==> src/rtl/mem_pkg.sv <==
// Shared types and constants for the data-memory access path.
package mem_pkg;

    localparam int WORD_W = 32;

    localparam logic [1:0] SIZE_BYTE = 2'd0;
    localparam logic [1:0] SIZE_HALF = 2'd1;
    localparam logic [1:0] SIZE_WORD = 2'd2;

    typedef enum logic [1:0] {
        IDLE   = 2'd0,
        ACCESS = 2'd1,
        MERGE  = 2'd2,
        RESP   = 2'd3
    } state_t;

endpackage

==> src/rtl/data_mem_access_unit_lane_align.sv <==
// Byte-lane steering: load extraction with sign/zero extension, and
// sub-word store merge into an existing memory word. Purely combinational.
module lane_align
    import mem_pkg::*;
(
    input  logic [WORD_W-1:0] rd_word,
    input  logic [1:0]        offset,
    input  logic [1:0]        size,
    input  logic              is_signed,
    input  logic [WORD_W-1:0] old_word,
    input  logic [WORD_W-1:0] new_data,
    output logic [WORD_W-1:0] load_data,
    output logic [WORD_W-1:0] merge_data
);

    logic [7:0]  sel_byte;
    logic [15:0] sel_half;

    // Pick the addressed lane out of the read word and extend it to 32 bits.
    always_comb begin
        sel_byte  = rd_word[{offset, 3'b000} +: 8];
        sel_half  = rd_word[{offset[1], 4'b0000} +: 16];
        load_data = rd_word;
        case (size)
            SIZE_BYTE: load_data = {{24{is_signed & sel_byte[7]}}, sel_byte};
            SIZE_HALF: load_data = {{16{is_signed & sel_half[15]}}, sel_half};
            default:   load_data = rd_word;
        endcase
    end

    // Overwrite only the addressed lane(s) of the old word with the store data.
    always_comb begin
        merge_data = old_word;
        case (size)
            SIZE_BYTE: merge_data[{offset, 3'b000} +: 8]     = new_data[7:0];
            SIZE_HALF: merge_data[{offset[1], 4'b0000} +: 16] = new_data[15:0];
            default:   merge_data = new_data;
        endcase
    end

endmodule

==> src/rtl/data_mem_access_unit.sv <==
// Initiator side of the data-memory port: turns byte-addressed CPU
// loads/stores into word accesses, with read-modify-write for sub-word stores.
//
// state  | meaning
// -------+-----------------------------------------------------------
// IDLE   | ready for a request
// ACCESS | memory addressed; load data captured or word store written
// MERGE  | sub-word store: merged word written back
// RESP   | one-cycle response pulse
module data_mem_access_unit
    import mem_pkg::*;
#(
    parameter int MEM_DEPTH = 64,
    parameter int WIDX_W    = $clog2(MEM_DEPTH)
) (
    input  logic              clk,
    input  logic              rst_n,
    input  logic              req_valid,
    output logic              req_ready,
    input  logic              req_we,
    input  logic [1:0]        req_size,
    input  logic              req_signed,
    input  logic [31:0]       req_addr,
    input  logic [31:0]       req_wdata,
    output logic              resp_valid,
    output logic [31:0]       resp_rdata,
    output logic              resp_err,
    output logic [WIDX_W-1:0] mem_addr,
    output logic [31:0]       mem_wd,
    output logic              mem_we,
    input  logic [31:0]       mem_rd
);

    state_t              state_q, state_d;
    logic                we_q;
    logic [1:0]          size_q;
    logic                sgn_q;
    logic [WIDX_W+1:0]   addr_q;
    logic [WORD_W-1:0]   wdata_q;
    logic [WORD_W-1:0]   buf_q;
    logic [WORD_W-1:0]   rdata_q;
    logic                err_q;
    logic                accept;
    logic                req_bad;
    logic                is_sub;
    logic [WORD_W-1:0]   load_data;
    logic [WORD_W-1:0]   merge_data;

    assign req_ready  = (state_q == IDLE);
    assign accept     = req_valid & req_ready;
    assign resp_valid = (state_q == RESP);
    assign resp_err   = resp_valid & err_q;
    assign resp_rdata = rdata_q;
    assign mem_addr   = addr_q[WIDX_W+1:2];
    assign is_sub     = (size_q != SIZE_WORD);

    // Alignment, size legality and range check on the incoming request.
    always_comb begin
        req_bad = 1'b0;
        case (req_size)
            SIZE_BYTE: req_bad = 1'b0;
            SIZE_HALF: req_bad = req_addr[0];
            SIZE_WORD: req_bad = |req_addr[1:0];
            default:   req_bad = 1'b1;
        endcase
        if (req_addr[31:2] >= 30'(MEM_DEPTH))
            req_bad = 1'b1;
    end

    lane_align u_lane_align (
        .rd_word    (mem_rd),
        .offset     (addr_q[1:0]),
        .size       (size_q),
        .is_signed  (sgn_q),
        .old_word   (buf_q),
        .new_data   (wdata_q),
        .load_data  (load_data),
        .merge_data (merge_data)
    );

    // Next-state and memory-port drive; write enable is decoded from state
    // so an async reset kills it in the same instant.
    always_comb begin
        state_d = state_q;
        mem_we  = 1'b0;
        mem_wd  = '0;
        case (state_q)
            IDLE: begin
                if (accept)
                    state_d = req_bad ? RESP : ACCESS;
            end
            ACCESS: begin
                if (we_q && is_sub) begin
                    state_d = MERGE;
                end else begin
                    if (we_q) begin
                        mem_we = 1'b1;
                        mem_wd = wdata_q;
                    end
                    state_d = RESP;
                end
            end
            MERGE: begin
                mem_we  = 1'b1;
                mem_wd  = merge_data;
                state_d = RESP;
            end
            RESP: begin
                state_d = IDLE;
            end
            default: begin
                state_d = IDLE;
            end
        endcase
    end

    // State register.
    always_ff @(posedge clk or negedge rst_n) begin
        if (!rst_n)
            state_q <= IDLE;
        else
            state_q <= state_d;
    end

    // Request latch, load-data capture and RMW buffer.
    always_ff @(posedge clk or negedge rst_n) begin
        if (!rst_n) begin
            we_q    <= 1'b0;
            size_q  <= SIZE_BYTE;
            sgn_q   <= 1'b0;
            addr_q  <= '0;
            wdata_q <= '0;
            buf_q   <= '0;
            rdata_q <= '0;
            err_q   <= 1'b0;
        end else if (accept) begin
            we_q    <= req_we;
            size_q  <= req_size;
            sgn_q   <= req_signed;
            addr_q  <= req_addr[WIDX_W+1:0];
            wdata_q <= req_wdata;
            err_q   <= req_bad;
            rdata_q <= '0;
        end else if (state_q == ACCESS) begin
            if (!we_q)
                rdata_q <= load_data;
            else if (is_sub)
                buf_q <= mem_rd;
        end
    end

endmodule

==> config.mk <==
export PLATFORM = sky130hd
export DESIGN_NAME = data_mem_access_unit
export DESIGN_NICKNAME = d
export VERILOG_FILES = /design/src/rtl/mem_pkg.sv /design/src/rtl/data_mem_access_unit_lane_align.sv /design/src/rtl/data_mem_access_unit.sv
export SDC_FILE = /design/constraint.sdc
export NUM_CORES = 1
export LEC_CHECK = 0
export CAP_MARGIN = 20
export CORE_MARGIN = 8
export CORE_UTILIZATION = 42
export CTS_BUF_LIST = sky130_fd_sc_hd__clkbuf_8
export CTS_CLUSTER_DIAMETER = 120
export DETAILED_ROUTE_END_ITERATION = 10
export PLACE_DENSITY_LB_ADDON = 0.2
export SKIP_CTS_REPAIR_TIMING = 1
export SYNTH_ARGS = -nofsm -noshare
export SYNTH_HDL_FRONTEND = slang
export SYNTH_SLANG_ARGS = --single-unit
==> constraint.sdc <==
create_clock -name clk -period 3.58 [get_ports clk]
set_input_delay 0.716 -clock clk [delete_from_list [all_inputs] [get_ports clk]]
set_output_delay 0.716 -clock clk [all_outputs]
set_load 0.01 [all_outputs]
==> results of run 1 <==
cell usage after synthesis (2+ instances only):
| cell type | count |
|---|---|
| and4_1 | 3 |
| nor4_1 | 6 |
| a22oi_1 | 17 |
| nand2b_1 | 21 |
| mux2_2 | 46 |
| nor2b_1 | 2 |
| buf_6 | 4 |
| inv_1 | 6 |
| dfrtp_1 | 111 |
| a221o_1 | 30 |
| mux2i_1 | 11 |
| clkbuf_1 | 27 |
| a222oi_1 | 8 |
| a221oi_1 | 15 |
| nor3_1 | 18 |
| o22ai_1 | 9 |
| o31ai_1 | 8 |
| buf_4 | 7 |
| o221ai_1 | 3 |
| and2_1 | 4 |
| buf_2 | 16 |
| o22a_1 | 7 |
| nand2_1 | 153 |
| a22o_1 | 9 |
| ha_1 | 9 |
| a31oi_1 | 2 |
| buf_1 | 7 |
| nor2_1 | 31 |
| o21ai_0 | 33 |
| a21oi_1 | 49 |
| clkinv_1 | 2 |
state kept, by name (all words and copies together) (netlist names):
signal      flops
wdata_q        32
size_q          2
state_q         2
sgn_q           1
addr_q          8
err_q           1
we_q            1
buf_q          32
resp_rdata     32
worst max-delay path, delay by kind of cell, from the launching register on:
| family | cells | cell delay [ps] |
|---|---|---|
| adder cells (fa/ha/maj) | 1 | 270 |
| flip-flops | 1 | 400 |
| AO/OA/AOI/OAI | 2 | 290 |
| AND/OR/NAND/NOR | 2 | 440 |
| buffers and inverters | 3 | 960 |
kinds of logic (layout without fill, tap and decap cells):
kind of cell | Yosys count | after routing | share of synthesized area, %
adders and majority gates | 9 | 9 | 1.77
DFF | 111 | 111 | 43.7
AOI/OAI and AO/OA | 193 | 193 | 21.7
muxes | 58 | 58 | 10.1
buffers and inverters | 69 | 235 | 5.27
and+or+nand+nor | 250 | 250 | 17.5
layer usage:
metal | global-route usage, % | vias to the layer above
li1 | - | 2829
met1 | 30.4 | 3006
met2 | 35.4 | 357
met3 | 6.40 | 44
met4 | 8.90 | 0
met5 | 0 | -
cell type report:
cell class	count	area share [%]
flip-flops and latches	111	32.3
multi-input cells	510	38.2
well taps	188	2.73
repair buffers	211	24.0
clock buffers	9	1.44
clock inverters	7	1.02
inverters	8	0.378
worst paths after layout:
| kind | startpoint | cells past startpoint | end |
|---|---|---|---|
| min in group clk | addr_q[2]$_DFFE_PN0P_ | 2 | addr_q[2]$_DFFE_PN0P_ |
| min | rst_n | 1 | resp_rdata[5]$_DFFE_PN0P_ |
| min reg2reg | addr_q[2]$_DFFE_PN0P_ | 2 | addr_q[2]$_DFFE_PN0P_ |
| max reg2reg | size_q[0]$_DFFE_PN0P_ | 5 | resp_rdata[22]$_DFFE_PN0P_ |
| max in group asynchronous | rst_n | 2 | wdata_q[23]$_DFFE_PN0P_ |
| max | addr_q[1]$_DFFE_PN0P_ | 8 | mem_wd[18] |
metrics by stage:
stage / TNS, ps / instance area [µm²]
floorplan: 0 / 6360
detailed placement: 0 / 8290
global placement: 0 / 8290
global route: -5.39 / 8610
CTS: -4840 / 8500
finish: 0 / 8610
power groups by stage:
stage / clock network (mW) / logic, mW / registers (mW)
floorplan: 0 / 2.64 / 2.33
global placement: 0 / 4.11 / 2.53
detailed placement: 0 / 4.20 / 2.55
CTS: 0.803 / 4.23 / 2.53
global route: 0.860 / 4.67 / 2.63
finish: 0.796 / 4.32 / 2.56
==> summary.txt, run 1 <==
status - finished, final reports clean
final total power - 7.68 mW
fin crit period - 3480 ps
Hold Path Class - input port to async pin
top-level I/O count - 177
DR WL met2 - 10,200 µm
syn avg cell area - 9.22 µm²
clock power share - 10.4%
Fill cells - 1,351
worst path cell trace - buf_4, buf_4, ha_1, nor2_2, a221o_1, a22oi_1, nor3_1, clkdlybuf4s50_1
pin count of the biggest net entering global routing - 66
final worst slack - 97.8 ps
critical path class - flip-flop to output pin
nets - 963
Final GP Congestion - 0.951
leak pwr - 3.82 nW
Mapped Area - 6360 µm²
port bufs - 176
wire per inst - 21.9 µm
worst-path maximum fanout - 20
DR top layer - met4
Sw Pwr - 3.43 mW
Final Hold Vio Count - 0
Yosys reg bits - 111
layout cells sized above 1 - 13.4%
GRT Resource Usage Total - 23.1%
Residual DRC - 0
Die Wd - 139 µm
Worst EP arrival - 2770 ps
Final Max Slew Viols - 0
vias in the first global route - 6,117
deepest clock path buffer count - 2
Rows - 45
Worst Max-Slew Pin Slew - 610 ps
Post-Syn Nets - 802
final WL - 22,900 µm
clock-pin slew on the worst setup and hold paths - 120 ps
Multi-input gate area - 3290 µm²
# diodes - 0
clk sink count - 111
Int Pwr - 4.24 mW
DR vias/cell - 5.97
slowest stage delay, CP - 590 ps
Yosys cell types - 47
ys async rst share - 100%
dominant cells by area after synthesis - dfrtp_1, nand2_1, mux2_2
DP Worst Slack - 127 ps
routed wl met3 - 2060 µm
max-cap violations - 0
Setup crit start kind - flip-flop
combinational power share - 56.2%
PwrDens - 891 nW/µm²
commonest non-fill, non-tap cell in the layout - clkdlybuf4s50_1
CTS buffer count - 9
DP Cell Count - 1,023
crit end category - output pin
Final setup viols - 0
1st-pass router iterations - 6
fmax - 287 MHz
Post-synth EDFFs - 0
Slowest-stage cell, CP - clkdlybuf4s50_1
Clk Latency, worst-skew pair - 410 ps
via count - 6,236
Syn. warnings - 0
final core utilization - 57.5%
ANT nets after route - 0
Synth area leader - dfrtp_1
clock tree root buffer cell - clkbuf_8
Yosys top cell area share - 43.7%
max_slew headroom - 59.4%
DP HPWL - 16,900 µm
sequential share of power - 33.4%
skew final - 11.0 ps
most frequent cells in the layout - clkdlybuf4s50_1, nand2_1, dfrtp_1, a21oi_1, mux2_2
Die Height - 139 µm
Initial Util - 42.5%
die area - 19,300 µm²
H-tree level count - 3
core box area - 15,000 µm²
Synth Flop Type - dfrtp_1
post-route insts no fill - 1,044
first-pass GRT wire length - 35,200 µm
initial antenna violation count - 0
Worst VDD drop - 0.417 mV
TritonCTS clock tree - built
most used cell, CP - buf_4
Area growth syn-to-layout - 35.4%
Required @ worst endpoint - 2860 ps
sequential area share after synthesis - 43.7%
Final Cycle Share - 97.3%
r2r setup slk - 1360 ps
DR iter-0 viols - 552
WL met1 - 9840 µm
Synth Instances - 690
register area - 2780 µm²
Remaining Overflow, GRT - 0
Sw Share - 44.7%
Hold Slack - 296 ps
Note: power is estimated with default switching activity, not from simulation.
==> run 2: changes to the inputs <==
- CORE_UTILIZATION: 42 -> 45
==> run 2 against run 1 <==
Compared with the run above:
- final cell count is 0.67% lower
- first-iteration DRC count rose by 3.4%
- global-route usage is 1.8 points higher
- critical path depth stayed put
- flip-flop and latch count unchanged
- via count rose by 0.26%
- critical path type unchanged
- largest power group unchanged
==> summary.txt, run 2 (same netlist as run 1, synthesis figures left out) <==
top-level I/O count - 177 (unchanged)
met2 GRT Util - 39.0% (was 35.4%)
die area - 18,200 µm² (was 19,300 µm²)
worst path cell trace - inv_1, ha_2, nand2_4, nor3_1, buf_4, o22ai_1, a21oi_1, clkdlybuf4s50_1 (was buf_4, buf_4, ha_1, nor2_2, a221o_1, a22oi_1, nor3_1, clkdlybuf4s50_1)
critical path class - flip-flop to output pin (unchanged)
port bufs - 176 (unchanged)
gr busiest metal - met2 (unchanged)
DP Worst Slack - 118 ps (was 127 ps)
ANT nets after route - 0 (unchanged)
deepest clock path buffer count - 2 (unchanged)
max-cap violations - 0 (unchanged)
DP HPWL - 17,100 µm (was 16,900 µm)
leak pwr - 3.90 nW (was 3.82 nW)
PwrDens - 895 nW/µm² (was 891 nW/µm²)
Residual DRC - 0 (unchanged)
DR iter-0 viols - 571 (was 552)
clk sink count - 111 (unchanged)
Final Cycle Share - 96.7% (was 97.3%)
Worst Max-Slew Pin Slew - 844 ps (was 610 ps)
Final GP Congestion - 0.896 (was 0.951)
final worst slack - 117 ps (was 97.8 ps)
Initial Util - 46.0% (was 42.5%)
via count - 6,252 (was 6,236)
crit end category - output pin (unchanged)
R2R cell count - 8 (was 5)
commonest non-fill, non-tap cell in the layout - clkdlybuf4s50_1 (unchanged)
r2r setup slk - 1250 ps (was 1360 ps)
Rows - 43 (was 45)
Final Max Slew Viols - 0 (unchanged)
Area growth syn-to-layout - 35.3% (was 35.4%)
Hold Slack - 407 ps (was 296 ps)
Critical Path Start - state_q[0]$_DFFE_PN0P_ (was addr_q[1]$_DFFE_PN0P_)
DP Cell Count - 1,017 (was 1,023)
Die Height - 135 µm (was 139 µm)
clock-pin slew on the worst setup and hold paths - 110 ps (was 120 ps)
final WL - 22,900 µm (about the same)
vias in the first global route - 6,180 (was 6,117)
Worst EP arrival - 2750 ps (was 2770 ps)
core box area - 13,800 µm² (was 15,000 µm²)
Remaining Overflow, GRT - 0 (unchanged)
DR vias/cell - 6.03 (was 5.97)
Hold Path Class - input port to async pin (unchanged)
Die Wd - 135 µm (was 139 µm)
Setup crit start kind - flip-flop (unchanged)
fmax - 289 MHz (was 287 MHz)
CP bufs+invs - 3 (unchanged)
skew final - 11.1 ps (was 11.0 ps)
CP top delay family - buffers and inverters (unchanged)
final total power - 7.70 mW (was 7.68 mW)
met3 Resource Use GR - 5.13% (was 6.40%)
Final setup viols - 0 (unchanged)
wire per inst - 22.0 µm (was 21.9 µm)
initial antenna violation count - 0 (unchanged)
GRT Resource Usage Total - 24.9% (was 23.1%)
most frequent cells in the layout - clkdlybuf4s50_1, nand2_1, dfrtp_1, a21oi_1, mux2_2 (unchanged)
pin count of the biggest net entering global routing - 67 (was 66)
register area - 2780 µm² (unchanged)
first-pass GRT wire length - 35,100 µm (was 35,200 µm)
slowest stage delay, CP - 570 ps (was 590 ps)
Worst VDD drop - 0.362 mV (was 0.417 mV)
Required @ worst endpoint - 2860 ps (about the same)
GR met1 Demand/Resource - 32.8% (was 30.4%)
# diodes - 0 (unchanged)
1st-pass router iterations - 6 (unchanged)
CTS buffer count - 9 (unchanged)
Fill cells - 1,182 (was 1,351)
reg-to-reg critical path startpoint - state_q[0]$_DFFE_PN0P_ (was size_q[0]$_DFFE_PN0P_)
unrepaired setup endpoints after global routing - yes
Crit path depth - 8 (unchanged)
Slowest-stage cell, CP - clkdlybuf4s50_1 (unchanged)
Clk Latency, worst-skew pair - 390 ps (was 410 ps)
Final Hold Vio Count - 0 (unchanged)
fin crit period - 3460 ps (was 3480 ps)
H-tree level count - 3 (unchanged)
max_slew headroom - 43.7% (was 59.4%)
worst-path maximum fanout - 18 (was 20)
RR Endpoint - buf_q[17]$_DFFE_PN0P_ (was resp_rdata[22]$_DFFE_PN0P_)
Multi-input gate area - 3270 µm² (was 3290 µm²)
clock tree root buffer cell - clkbuf_8 (unchanged)
nets - 964 (was 963)
TritonCTS clock tree - built (unchanged)
critical path endpoint - mem_wd[4] (was mem_wd[18])
post-route insts no fill - 1,037 (was 1,044)
status - finished, final reports clean (unchanged)
layout cells sized above 1 - 13.4% (about the same)
==> run 2: cell count changes in the layout (fill, tap and decap cells not counted), sizes merged <==
cell | previous run | this run
dlymetal6s2s | 10 | 14
inv | 8 | 10
clkinv | 6 | 2
bufinv | 0 | 2
buf | 36 | 37
clkdlybuf4s50 | 165 | 161
==> run 2: how the worst min path moves through the flow <==
stage                                  to  cells after the start             startpoint  slack (ps)
2_1_floorplan       addr_q[0]$_DFFE_PN0P_                      0                  rst_n         420
3_3_place_gp        addr_q[3]$_DFFE_PN0P_                      2  addr_q[3]$_DFFE_PN0P_         460
3_5_place_dp        addr_q[4]$_DFFE_PN0P_                      2  addr_q[4]$_DFFE_PN0P_         460
4_1_cts        resp_rdata[10]$_DFFE_PN0P_                      1                  rst_n         430
5_1_grt        resp_rdata[10]$_DFFE_PN0P_                      1                  rst_n         480
6_report       resp_rdata[13]$_DFFE_PN0P_                      1                  rst_n         410
==> run 2: final cells by class <==
class | instances | share of cell area [%]
Tap cell | 180 | 2.62
Inverter | 8 | 0.349
Clock buffer | 9 | 1.44
Timing Repair Buffer | 212 | 24.1
Multi-Input combinational cell | 510 | 38.0
Sequential cell | 111 | 32.3
Clock inverter | 7 | 1.25
==> run 2: per-stage QoR <==
stage               instance area (µm²)  TNS [ps]  util [%]
global placement                   8280         0      59.9
finish                             8600         0      62.2
CTS                                8520     -4440      61.6
floorplan                          6360         0         -
detailed placement                 8280         0      59.9
global route                       8600      -116      62.2
==> run 2: where the power goes <==
part	internal (mW)	leakage, nW	switching (mW)
Sequential	1.86	1.40	0.674
Clock	0.409	0.114	0.465
Combinational	2.08	2.39	2.22
==> run 2: worst reg2reg max path: stages, from the launching register on <==
cell	delay (ps)
dfrtp_1	400
inv_1	100
ha_2	230
nand2_1	110
buf_4	290
nand3_1	160
a21oi_2	130
buf_4	390
mux2_2	420
==> run 2: metal layers <==
metal  vias to the layer above  part of all wire (%)
li1                       2831                     -
met1                      3022                    42
met2                       353                    46
met3                        46                   9.2
met4                         0                   2.8
met5                         -                     0
